[src/rtl/fetch_unit.sv]
// fetch_unit: instruction fetch stage ahead of the decoder.
// Holds the fetch PC and issues one word fetch at a time to instruction
// memory (at most one request outstanding). Returned words are buffered
// with their addresses in a 2-entry FIFO whose head feeds the decoder.
// A redirect reloads the PC, flushes the FIFO and drops any stale response.
//
// Optional feature: define FETCH_BYPASS_EN to forward a response straight
// to the decoder in the same cycle when the FIFO is empty (0-cycle latency).
//
// Ports:
//   clk          clock, rising edge
//   rst          asynchronous active-low reset
//   imem_req     fetch request valid
//   imem_addr    fetch address (current fetch PC)
//   imem_ready   memory accepts the request this cycle
//   imem_rvalid  response word valid
//   imem_rdata   response instruction word
//   redirect_en  one-cycle pulse: restart fetch at redirect_pc
//   redirect_pc  new fetch address (bits [1:0] ignored)
//   dec_ready    decoder consumes the presented instruction
//   inst         instruction to the decoder
//   inst_pc      address of inst
//   inst_valid   inst/inst_pc valid
module fetch_unit #(
  parameter int WORD_WIDTH = 32,
  parameter int W = WORD_WIDTH,
  parameter logic [W-1:0] RESET_PC = '0
) (
  input  logic         clk,
  input  logic         rst,
  output logic         imem_req,
  output logic [W-1:0] imem_addr,
  input  logic         imem_ready,
  input  logic         imem_rvalid,
  input  logic [W-1:0] imem_rdata,
  input  logic         redirect_en,
  input  logic [W-1:0] redirect_pc,
  input  logic         dec_ready,
  output logic [W-1:0] inst,
  output logic [W-1:0] inst_pc,
  output logic         inst_valid
);

  typedef enum logic [1:0] {IDLE, WAIT, DROP} state_t;

  state_t       state;
  logic [W-1:0] pc;
  logic [W-1:0] req_addr;
  logic [W-1:0] fifo_pc   [2];
  logic [W-1:0] fifo_word [2];
  logic [1:0]   count;

  logic         fifo_valid;
  logic         rsp_ok;
  logic         bypass;
  logic         pop;
  logic         push;
  logic         space;
  logic         accept;
  logic         wr_idx;
  logic [W-1:0] redirect_aligned;

  assign fifo_valid       = (count != 2'd0);
  assign rsp_ok           = (state == WAIT) && imem_rvalid && !redirect_en;
  assign redirect_aligned = redirect_pc & ~(W'(3));

`ifdef FETCH_BYPASS_EN
  // Empty FIFO: the arriving word goes straight to the decoder.
  assign bypass     = rsp_ok && (count == 2'd0);
  assign inst       = bypass ? imem_rdata : fifo_word[0];
  assign inst_pc    = bypass ? req_addr   : fifo_pc[0];
  assign inst_valid = fifo_valid || bypass;
`else
  assign bypass     = 1'b0;
  assign inst       = fifo_word[0];
  assign inst_pc    = fifo_pc[0];
  assign inst_valid = fifo_valid;
`endif

  // A redirect voids any pop or push in its cycle; a bypassed word that the
  // decoder takes immediately never enters the FIFO.
  assign pop    = fifo_valid && dec_ready && !redirect_en;
  assign push   = rsp_ok && !(bypass && dec_ready);

  // Only IDLE can issue, so nothing is outstanding there; a same-cycle pop
  // frees an entry.
  assign space  = (count < 2'd2) || (fifo_valid && dec_ready);

  assign imem_req  = rst && (state == IDLE) && space;
  assign imem_addr = pc;
  assign accept    = imem_req && imem_ready;

  // Pushes only happen with count <= 1; after a pop the free slot is entry 0.
  assign wr_idx = count[0] && !pop;

  // Control: PC, outstanding-request FSM, occupancy.
  always_ff @(posedge clk or negedge rst) begin
    if (!rst) begin
      state    <= IDLE;
      pc       <= RESET_PC;
      req_addr <= '0;
      count    <= 2'd0;
    end else begin
      if (redirect_en)
        pc <= redirect_aligned;
      else if (accept)
        pc <= pc + W'(4);

      if (accept)
        req_addr <= pc;

      if (redirect_en)
        count <= 2'd0;
      else
        count <= count + {1'b0, push} - {1'b0, pop};

      case (state)
        IDLE: begin
          if (accept)
            state <= redirect_en ? DROP : WAIT;
        end
        WAIT: begin
          if (imem_rvalid)
            state <= IDLE;
          else if (redirect_en)
            state <= DROP;
        end
        DROP: begin
          if (imem_rvalid)
            state <= IDLE;
        end
        default: state <= IDLE;
      endcase
    end
  end

  // FIFO storage: entry 0 is the head; a pop shifts entry 1 down, then a
  // push writes the first free slot.
  always_ff @(posedge clk or negedge rst) begin
    if (!rst) begin
      fifo_pc[0]   <= '0;
      fifo_pc[1]   <= '0;
      fifo_word[0] <= '0;
      fifo_word[1] <= '0;
    end else begin
      if (pop) begin
        fifo_pc[0]   <= fifo_pc[1];
        fifo_word[0] <= fifo_word[1];
      end
      if (push) begin
        fifo_pc[wr_idx]   <= req_addr;
        fifo_word[wr_idx] <= imem_rdata;
      end
    end
  end

endmodule
[config.mk]
export PLATFORM = sky130hd
export DESIGN_NAME = fetch_unit
export DESIGN_NICKNAME = d
export VERILOG_FILES = /design/src/rtl/fetch_unit.sv
export SDC_FILE = /design/constraint.sdc
export NUM_CORES = 1
export LEC_CHECK = 0
export ABC_AREA = 1
export CAP_MARGIN = 20
export CORE_ASPECT_RATIO = 1.2
export CORE_UTILIZATION = 45
export DETAILED_ROUTE_END_ITERATION = 10
export PLACE_DENSITY = 0.78
export SLEW_MARGIN = 30
export SYNTH_ARGS = -nofsm -noshare
export SYNTH_HDL_FRONTEND = slang
export SYNTH_SLANG_ARGS = --single-unit
[constraint.sdc]
create_clock -name clk -period 4.1 [get_ports clk]
set_input_delay 0.615 -clock clk [delete_from_list [all_inputs] [get_ports clk]]
set_output_delay 0.615 -clock clk [all_outputs]
set_load 0.1 [all_outputs]
==> flow_summary_export.csv <==
group,metric,value,unit
worst_setup_path,crit_chain,"clkdlybuf4s50_1",
worst_setup_path,crit_path_start_kind,"flop",
worst_setup_path,worstPathArrival,2.07,ns
synth,synth-compound-area-share,10.4,%
clock_tree,postCtsSetupRepairBufs,0,
synth,synth_xor_area_share,0.465,%
cells_and_area,final_util,55.1,%
clock_tree,cts_tree,"done",
route,ant_nets,0,
power,vdd_drop_max,0.550,mV
cells_and_area,drive_gt1_share,6.08,%
route,routedWlPerCell,13.7,µm
run_status,status,"completed",
worst_setup_path,path_max_fanout,6,
clock_tree,cts_max_level,4,
sta,whs,0.153,ns
worst_setup_path,worstRegToRegCells,9,
clock_tree,clock_latency,0.43,ns
route,vias,7627,
synth,ys_types,29,
clock_tree,cts_hold_buf,0,
route,drc,0,
sta,hold_violations,0,
min_path,hold_class,"primary input to async pin",
synth,yosys.area_share.simple,23.3,%
worst_setup_path,crit_path_end_kind,"output port",
sta,max_slew_margin,30.8,%
sta,tightest_slew,1.03,ns
worst_setup_path,crit_family,"buffers and inverters",
sta,fin_crit,2.69,ns
cells_and_area,syn2layout_area_growth,19.4,%
cells_and_area,final_area,11200,µm²
floorplanning,placementRows,57,
worst_setup_path,worstReg2RegStart,"count[0]",
worst_setup_path,crit_slowest_cell,"clkdlybuf4s50_1",
sta,finalSetupTns,0,ns
synth,yosysSeqAreaShare,50.5,%
route,drt_iter0_drc,394,
power,power_density,780,nW/µm²
worst_setup_path,critPathBufInv,1,
floorplanning,core-area,20400,µm²
run,maxCapViolCount,0,
route,drt_wl_total,21400,µm
cells_and_area,n_fill_cell,1883,
global_route,antenna_found_initial,0,
placed_design,dpl_cell_area,10700,µm²
sta,maxSlewViolCount,0,
sta,setup_viol,0,
sta,rsz0062_at_grt,"no",
floorplanning,ios,168,
global_route,grt_pass1_vias,7248,
sta,fin_skew,0.0102,ns
clock_tree,cts_root_buf,"clkbuf_16",
floorplanning,fp.dieH,160,µm
synth,synth.avg_cell_area,7.75,µm²
worst_setup_path,rrSetupSlack,1.90,ns
global_route,grt_max_degree,125,
sta,finalCritPeriodShare,65.6,%
worst_setup_path,critPathRequiredTime,3.48,ns
clock_tree,clk_path_buf_depth,2,
worst_setup_path,worst_path_largest_cell_delay,1.18,ns
synth,synth.mux.area_fraction,0,%
route,drt_first_pass_iters,5,
synth,synth_adder_area_share,0.266,%
floorplanning,die_x,134,µm
cells_and_area,final_nets,1360,
placed_design,dpl.hpwl,14600,µm
sta,fmax,372,MHz
clock_tree,cts-resized-gates,0,
worst_setup_path,criticalPathCategory,"flop to output port",
global_route,grt_overflow,0,
synth,synth_warnings,0,
power,p_leak,0.00549,µW
clock_tree,clk_pin_slew,0.07,ns
floorplanning,die_area,21500,µm²
floorplanning,start_util,46.2,%
global_route,grt_usage,20.9,%
clock_tree,cts_made_buffers,17,
cells_and_area,antenna-diode-count,0,
synth,syn_inst,1215,
worst_setup_path,r2r_end,"count[1]",
clock_tree,cts.sinks,190,
route,viasPerCell,4.87,
placed_design,gp_congestion,0.895,
synth,synth-seq-cells,190,
synth,synth_top_family_by_area,"simple AND/OR/NAND/NOR gates",
synth,syn-cell-area,9420,µm²
placed_design,port_buffers,163,
global_route,grt_first_pass_wirelength,35600,µm
-- Yosys cell counts (all sizes together) --
cell | number | area, µm²
dfrtp | 190 | 4750
a31oi | 14 | 87.6
nor2 | 63 | 244
conb | 1 | 3.75
a21oi | 3 | 15.0
and2 | 2 | 12.5
buf | 102 | 711
nand2 | 355 | 1340
a31o | 1 | 8.76
inv | 169 | 634
ha | 2 | 25.0
clkbuf | 20 | 75.1
nand4 | 1 | 6.26
o211ai | 4 | 30.0
xnor2 | 2 | 17.5
and3 | 1 | 6.26
xor2 | 3 | 26.3
nand3 | 112 | 566
o21ai | 168 | 841
nor3 | 2 | 21.3
-- layout make-up --
type / count / area [µm²] / share of cell area [%]
clock buffer: 18 / 439 / 3.90
clock inverter: 13 / 110 / 0.979
inverter: 169 / 634 / 5.64
multi-input combinational: 735 / 3270 / 29.0
sequential: 190 / 4750 / 42.3
tap: 265 / 332 / 2.95
timing repair buffer: 175 / 1710 / 15.2
-- worst max-delay path by stage --
stage	startpoint	end	cells after the start
CTS	redirect_en	count[1]	9
finish	imem_addr[14]	imem_addr[14]	1
global placement	redirect_en	count[1]	9
global route	redirect_en	count[1]	9
detailed placement	redirect_en	count[1]	9
floorplan	count[0]	count[1]	10
-- through the flow --
step,std cells,power (µW),setup WS [ns]
3_3_place_gp,1534,7220,1.10
4_1_cts,1565,8840,1.39
2_1_floorplan,1216,6630,1.61
3_5_place_dp,1534,7290,0.950
5_1_grt,1565,9210,1.24
6_report,1565,8770,1.41
-- sequential cells by signal, indices dropped and copies added (netlist names) --
name	flops
imem_addr	30
inst_pc	32
fifo_word	32
fifo_pc	30
inst	32
state	2
count	2
req_addr	30
-- per-layer routing --
metal | GRT usage, % | part of all wire (%)
met5 | 0 | 0
met4 | 7.92 | 2.2
met3 | 3.63 | 4.3
met2 | 34.9 | 48
met1 | 27.1 | 46
-- placed cells by master (no fill, tap or decap), drive strengths merged --
master	netlist	layout
clkinv	0	3
nand2	355	355
xnor2	2	2
inv	169	173
clkinvlp	0	6
nand3	112	112
conb	1	2
buf	102	17
a31oi	14	14
clkbuf	20	19
a21oi	3	3
xor2	3	3
dfrtp	190	190
nor2	63	63
clkdlybuf4s50	0	157
nor3	2	2
o21ai	168	168
and2	2	2
nand4	1	1
a31o	1	1
and3	1	1
o211ai	4	4
ha	2	2
-- where the power goes --
group	total, µW	switching, µW	internal, µW	leakage [µW]
sequential	2780	385	2390	0.00245
clock	1540	737	803	0.000252
combinational	4460	3430	1020	0.00279
total	8770	4560	4220	0.00549
-- kinds of logic after synthesis --
| group | count (synthesis) |
|---|---|
| and+or+nand+nor | 536 |
| buffers and inverters | 291 |
| AOI/OAI and AO/OA | 190 |
| DFF | 190 |
| xor gates and xnor gates | 5 |
| adders and majority gates | 2 |
| other | 1 |
(Power assumes the default switching activity.)
